[src/rtl/c17_pkg.sv]
// Shared C17 operand/result types and the reference evaluation function.
package c17_pkg;

  localparam int unsigned OPW  = 5;
  localparam int unsigned RESW = 2;

  localparam int unsigned G1_B = 0;
  localparam int unsigned G2_B = 1;
  localparam int unsigned G3_B = 2;
  localparam int unsigned G6_B = 3;
  localparam int unsigned G7_B = 4;

  localparam int unsigned G22_B = 0;
  localparam int unsigned G23_B = 1;

  typedef logic [OPW-1:0]  c17_op_t;
  typedef logic [RESW-1:0] c17_res_t;

  // ISCAS C17 netlist reduced to two output equations sharing n8.
  function automatic c17_res_t c17_eval(input c17_op_t op);
    logic     n8;
    c17_res_t res;
    n8         = op[G6_B] & op[G3_B];
    res        = '0;
    res[G22_B] = (op[G2_B] & ~n8) | (op[G1_B] & op[G3_B]);
    res[G23_B] = (op[G2_B] & ~n8) | (op[G7_B] & ~n8);
    return res;
  endfunction

endpackage

[src/rtl/c17_rr_grant.sv]
// Combinational round-robin select: first requester at or above ptr, wrapping at NREQ.
module c17_rr_grant #(
  parameter int unsigned NREQ = 4,
  parameter int unsigned IDW  = $clog2(NREQ)
) (
  input  logic [NREQ-1:0] req,
  input  logic [IDW-1:0]  ptr,
  output logic [NREQ-1:0] grant,
  output logic [IDW-1:0]  idx,
  output logic            any
);

  always_comb begin
    grant = '0;
    idx   = '0;
    any   = 1'b0;
    for (int unsigned k = 0; k < NREQ; k++) begin
      int unsigned j;
      j = 32'(ptr) + k;
      if (j >= NREQ) j = j - NREQ;
      if (!any && req[IDW'(j)]) begin
        any             = 1'b1;
        idx             = IDW'(j);
        grant[IDW'(j)]  = 1'b1;
      end
    end
  end

endmodule

[src/rtl/c17_share_arbiter.sv]
// Round-robin shared C17 evaluator: operand register, result register, id-tagged responses.
module c17_share_arbiter
  import c17_pkg::*;
#(
  parameter int unsigned NREQ = 4,
  parameter int unsigned IDW  = $clog2(NREQ),
  parameter int unsigned CNTW = 16
) (
  input  logic                clk,
  input  logic                rst,
  input  logic [NREQ-1:0]     req_valid,
  input  logic [NREQ*OPW-1:0] req_data,
  output logic [NREQ-1:0]     req_ready,
  output logic                resp_valid,
  output logic [RESW-1:0]     resp_data,
  output logic [IDW-1:0]      resp_id,
  input  logic                resp_ready,
  output logic [CNTW-1:0]     op_count
);

  c17_op_t         req_op [NREQ];
  logic [NREQ-1:0] grant;
  logic [IDW-1:0]  grant_idx;
  logic            grant_any;
  logic [IDW-1:0]  ptr;
  logic [IDW-1:0]  ptr_nxt;

  logic            s1_valid;
  c17_op_t         s1_op;
  logic [IDW-1:0]  s1_id;
  logic            s2_valid;

  logic            adv1;
  logic            adv2;
  logic            accept;

  for (genvar i = 0; i < NREQ; i++) begin : g_op
    assign req_op[i] = req_data[i*OPW +: OPW];
  end

  c17_rr_grant #(
    .NREQ (NREQ),
    .IDW  (IDW)
  ) u_grant (
    .req   (req_valid),
    .ptr   (ptr),
    .grant (grant),
    .idx   (grant_idx),
    .any   (grant_any)
  );

  // Stage 2 frees when empty or draining; stage 1 frees when empty or stage 2 takes it.
  assign adv2       = !s2_valid | resp_ready;
  assign adv1       = !s1_valid | adv2;
  assign accept     = grant_any & adv1 & !rst;
  assign req_ready  = rst ? '0 : (grant & {NREQ{adv1}});
  assign resp_valid = s2_valid;
  assign ptr_nxt    = (grant_idx == IDW'(NREQ - 1)) ? '0 : grant_idx + IDW'(1);

  always_ff @(posedge clk or posedge rst) begin
    if (rst) begin
      ptr      <= '0;
      s1_valid <= 1'b0;
      s1_op    <= '0;
      s1_id    <= '0;
    end else if (adv1) begin
      s1_valid <= accept;
      if (accept) begin
        s1_op <= req_op[grant_idx];
        s1_id <= grant_idx;
        ptr   <= ptr_nxt;
      end
    end
  end

  always_ff @(posedge clk or posedge rst) begin
    if (rst) begin
      s2_valid  <= 1'b0;
      resp_data <= '0;
      resp_id   <= '0;
    end else if (adv2) begin
      s2_valid <= s1_valid;
      if (s1_valid) begin
        resp_data <= c17_eval(s1_op);
        resp_id   <= s1_id;
      end
    end
  end

  // Completed-response counter, sticks at all-ones.
  always_ff @(posedge clk or posedge rst) begin
    if (rst) begin
      op_count <= '0;
    end else if (s2_valid && resp_ready && !(&op_count)) begin
      op_count <= op_count + CNTW'(1);
    end
  end

endmodule

[config.mk]
export PLATFORM = sky130hd
export DESIGN_NAME = c17_share_arbiter
export DESIGN_NICKNAME = d
export VERILOG_FILES = /design/src/rtl/c17_pkg.sv /design/src/rtl/c17_rr_grant.sv /design/src/rtl/c17_share_arbiter.sv
export SDC_FILE = /design/constraint.sdc
export NUM_CORES = 1
export LEC_CHECK = 0
export ABC_AREA = 1
export CORE_AREA = 2 2 68 70
export CTS_BUF_LIST = sky130_fd_sc_hd__clkbuf_8
export CTS_CLUSTER_DIAMETER = 120
export DETAILED_ROUTE_END_ITERATION = 10
export DIE_AREA = 0 0 70 72
export GPL_TIMING_DRIVEN = 0
export PLACE_DENSITY = 0.86
export SLEW_MARGIN = 20
export SYNTH_ARGS = -nofsm -noshare
export SYNTH_HDL_FRONTEND = slang
export SYNTH_SLANG_ARGS = --single-unit
[constraint.sdc]
create_clock -name clk -period 2.9 [get_ports clk]
set_input_delay 0.435 -clock clk [delete_from_list [all_inputs] [get_ports clk]]
set_output_delay 0.435 -clock clk [all_outputs]
set_load 0.01 [all_outputs]
After elaboration in Yosys (flattened, before gate mapping)
Cells that the tools add are included.

word-level totals
  word-level logic and storage cells = 103
  flip-flop bits (word level) = 31
  input bits = 27
  output and inout port bits = 25

cells by class
  bitwise logic cells = 16
  add/sub/neg operators = 9
  muxes and demuxes = 37
  $lt $le $gt $ge = 13
  equal/unequal tests = 1
  reductions and logical operators = 19

operators with widths
  cell                                                                count
  two-way mux 4 bit                                                   5
  two-way mux 2 bit                                                   9
  adder 16 x 1 -> 16 bit (second input constant)                      1
  AND reduction 16 bit                                                1
  greater-or-equal comparator 3 bit (second input constant)           4
  less-than comparator 2 x 3 -> 1 bit (second input constant)         4
  two-way mux 1 bit                                                   12
  OR 4 bit                                                            3
  binary-select mux 5 bit (select 2 bit)                              1
  two-way mux 5 bit                                                   2
  logical AND 1 bit                                                   9
  binary-select mux 1 bit (select 2 bit)                              4
  demux 1 bit (select 2 bit)                                          4
  greater-or-equal comparator 2 x 1 -> 1 bit (second input constant)  4
  subtractor 2 x 1 -> 2 bit (second input constant)                   4
  logical NOT 1 bit                                                   7
  adder 2 x 2 -> 3 bit (second input constant)                        2
  bitwise AND 1 bit                                                   6
  bitwise AND 4 bit                                                   1
  OR 1 bit                                                            4
  AND reduction 2 bit                                                 2
  adder 2 x 1 -> 3 bit (second input constant)                        1
  greater-or-equal comparator 2 x 3 -> 1 bit (second input constant)  1
  inverter 2 -> 3 bit                                                 1
  other kinds (3)                                                     3

Depth between registers and ports, before layout
  depth after elaboration = 18
  mapped depth = 14
  gate-level depth less buffers = 14

Hierarchy
A second synthesis with hierarchy kept.

second synthesis, totals
  cell total of the unflattened synthesis = 324
  area total of the unflattened synthesis = 2,289.7 um^2

by module, submodules not included
  module             seq. area each (um^2)  area an instance (um^2)  instances  cells each
  c17_share_arbiter  775.7                  1,849.3                  1          250
  c17_rr_grant       0.0                    440.4                    1          74

Worst setup path after synthesis
OpenSTA, ideal clock, no wires.

  kind = flip-flop to output port
  start = register ptr[0]
  end = output req_ready[0]
  stages on the path, launching flop included = 10
  arrival time = 1.812 ns
  path buffers = 0
  slack = 0.653 ns
  data required time = 2.465 ns
  cell sequence = dfrtp_1 inv_4 ha_1 inv_1 nand3_1 nand2_1 nand3b_2 nor2_1 o31ai_1 inv_1

between the ends
  longest elaborated chain between the ends = 16
  elaborated cells on any way between the ends = 61
  those cells by class = add/sub (7); order compare (12); mux (28); bitwise (4); reduce/logical (10)

ends and longest elaborated chain
  element                                                        line                     text
  start, declared                                                c17_share_arbiter.sv:25  logic [IDW-1:0] ptr;
  start signal, assigned                                         c17_share_arbiter.sv:71  ptr <= ptr_nxt;
  branches (longest 13 deep; another with adder 2 x 1 -> 3 bit)  -
  two-way mux 4 bit (*)                                          c17_rr_grant.sv:21       if (!any && req[IDW'(j)]) begin
  bitwise AND 4 bit (*)                                          c17_share_arbiter.sv:56  assign req_ready = rst ? '0 : (grant & {NREQ{adv1}});
  two-way mux 4 bit (*)                                          c17_share_arbiter.sv:56
  end, declared                                                  c17_share_arbiter.sv:13  output logic [NREQ-1:0] req_ready,

Every way passes the cells marked *. The select of a mux whose other input is x is not followed.

Final worst setup path
  start = register ptr[1]
  end = output req_ready[0]

The elaborated chain is that of the path after synthesis.

==> results.cfg <==
[clocking]
cts_root_buffer = clkbuf_8
clock_path_buffers = 2
cts_tree = yes
path_clk_slew_ps = 70
numCtsBuffers = 5
cts.sinks = 31
htree_num_levels = 2
clk_latency_ps = 290

[floorplan]
dieArea_um2 = 5040
die_h_um = 72
ios = 52
initial_core_util_pct = 50.38
row_count = 24
core_area_um2 = 4264
die_x_um = 70

[drt]
dr.first_iter.drc_count = 88
vias = 2079
wire_per_inst_um = 11.91
via_per_inst = 5.046
drt_wl_total_mm = 4.906
ant_nets = 0
dr.pass1.iters = 4
drc = 0

[critical_path]
startpoint_type = register
critPathCaptureType = primary output
critPathArrivalTime_ps = 2450
crit_type = reg2out
crit_required_ps = 2470
crit_fanout = 6

[logic_synthesis]
async_flop_share_pct = 100.0
syn_nets = 328
synth_commonest_cells = nand2_1 (78), inv_1 (48), dfrtp_1 (31), nand3_1 (31), nor2_1 (16)
syn_area_per_cell_um2 = 7.357
ys_ff_latch = 31
yosysMostFrequentCell = nand2_1
yosys.area.top_type = dfrtp_1
synth_top_flop_cell = dfrtp_1
synth_area_um2 = 2148
synthTopCellsByArea = dfrtp_1 (36%), nand2_1 (14%), inv_1 (8.4%)
yosysWarnings = 0
syn-instance-count = 292
synth_top_area_share_pct = 36.11
synth_seq_area_share_pct = 36.11
synthDistinctLibCells = 32
synth_edf_count = 0

[status]
outcome = completed

[global_route]
grt_pass1_wl_mm = 7.928
grt_max_degree = 33
grt_pass1_vias = 1861
grtUsageMet1_pct = 22.18
grt.total_usage_pct = 19.23
grtUsageMet2_pct = 36.19
grt-ovfl-total = 0
grt.met3_usage_pct = 4.583
grt_most_used_layer = met2
antenna_found_initial = 0

[layout]
multi_input_area_um2 = 1224
nFillCells = 354
seq_area_um2 = 778.2
drive_above_1_share_pct = 14.72
fin_nets = 395
syn_to_final_growth_pct = 38.73
diodes = 0
finish.utilization_pct = 69.89

[timing]
setup_viol = 0
period_share_pct = 99.36
fin_hold_ws_ps = 484.7
fin_skew_ps = 7.569
timing.final.ws_setup_ps = 18.45
clock.fmax_mhz = 347.0
worst_pin_slew_ps = 379.3
hold_viol = 0
fin_crit_ps = 2882
maxSlewHeadroom_pct = 74.71
finalMaxSlewViolations = 0

[placement]
port_buffers = 51
pre_cts_ws_ps = -157.6
gp_congestion = 0.8628
hpwl_mm = 3.543

[power_and_ir_drop]
p_per_area_nw_per_um2 = 1088
ir_drop_mv = 0.8572
cellLeakagePower_nw = 1.550

[run]
drv_cap = 0

[min_path]
worstHoldPathType = reg2reg
-- cell type report --
cell class,instances,share of cell area [%]
multi-input combinational,210,41.06
sequential,31,26.11
timing repair buffer,60,19.65
inverter,50,6.675
tap,52,2.183
clock buffer,6,2.771
buffer,1,0.3778
clock inverter,2,1.175
-- report_power, final --
group	switching, W	internal [W]
Clock	0.000161	0.000278
Combinational	0.00121	0.000874
Sequential	0.000128	0.000589
Total	0.00150	0.00174
-- through the flow --
stage                     power, W  cell area (µm²)  TNS (ps)  cells
after floorplan           0.002026             2148         0    292
after global placement    0.002481             2724     -1109    395
after detailed placement  0.002540             2724    -475.7    395
after CTS                 0.003081             2894         0    406
after global routing      0.003500             2980    -56.81    412
final                     0.003243             2980         0    412
-- registers in the layout, indices dropped and copies added, names as in the netlist --
signal      flops
ptr             2
s1_valid        1
op_count       16
resp_id         2
s1_op           5
s1_id           2
resp_valid      1
resp_data       2
-- per-layer routing --
layer  wire length, µm  part of all wire [%]
met5                 0                     0
met1              2051                    42
met2              2537                    52
met3               270                   5.5
met4                46                  0.94
-- what timing repair did --
action	CTS	global route
buffers inserted	3	6
hold buffers	0	0
pin swaps	0	3
gates resized for setup	6	18
setup endpoints to repair	4	4
-- cells in the final DEF, fill, tap and decap left out, types with 2 or more instances in the layout --
master            n
nand3_2           2
clkdlybuf4s50_1  48
nand3_1          31
nor2_4            3
a31oi_1           2
buf_4             9
nand4_1           5
or2_2             3
o21ai_0          10
dfrtp_1          29
nor3_1            4
or2_1             3
xnor2_1           4
o21ai_1           6
clkbuf_8          6
ha_1              8
dfrtp_2           2
nand2_1          75
inv_1            45
inv_2             2
nand2_2           9
a21oi_1           5
dlymetal6s2s_1    3
nor2_1           15
xor2_1            9
nand3_4           2
nand2_4           3
-- worst paths after layout --
check / endpoint / cells past startpoint / slack (ps) / from
max: req_ready[0] / 11 / 20 / ptr[1]$_DFFE_PP0P_
min: s1_op[4]$_DFFE_PP0P_ / 2 / 480 / s1_op[4]$_DFFE_PP0P_
max reg2reg: ptr[1]$_DFFE_PP0P_ / 14 / 720 / ptr[1]$_DFFE_PP0P_
min reg2reg: s1_op[4]$_DFFE_PP0P_ / 2 / 480 / s1_op[4]$_DFFE_PP0P_
max in group asynchronous: ptr[0]$_DFFE_PP0P_ / 2 / 2110 / rst
min in group asynchronous: resp_valid$_DFFE_PP0P_ / 2 / 490 / rst
-- critical path, stage by stage, from the launching register on --
cell and delay (ps):
dfrtp_2 400, clkinvlp_4 130, ha_4 310, inv_2 60, nand2_2 90, nand2_4 80
nor2_8 160, nand2_1 110, nor2_1 130, o31ai_2 90, inv_1 70, clkdlybuf4s50_1 520
-- cells by family (layout without fill, tap and decap cells) --
family          count (synthesis)  in the layout  share of synthesized area [%]
xor+xnor                       13             13                          5.300
flops                          31             31                          36.11
fa+ha+maj                       9              9                          5.242
compound gates                 28             28                          7.105
simple gates                  160            160                          36.87
buf+inv                        51            119                          9.377
Note: power is estimated with default switching activity, not from simulation.
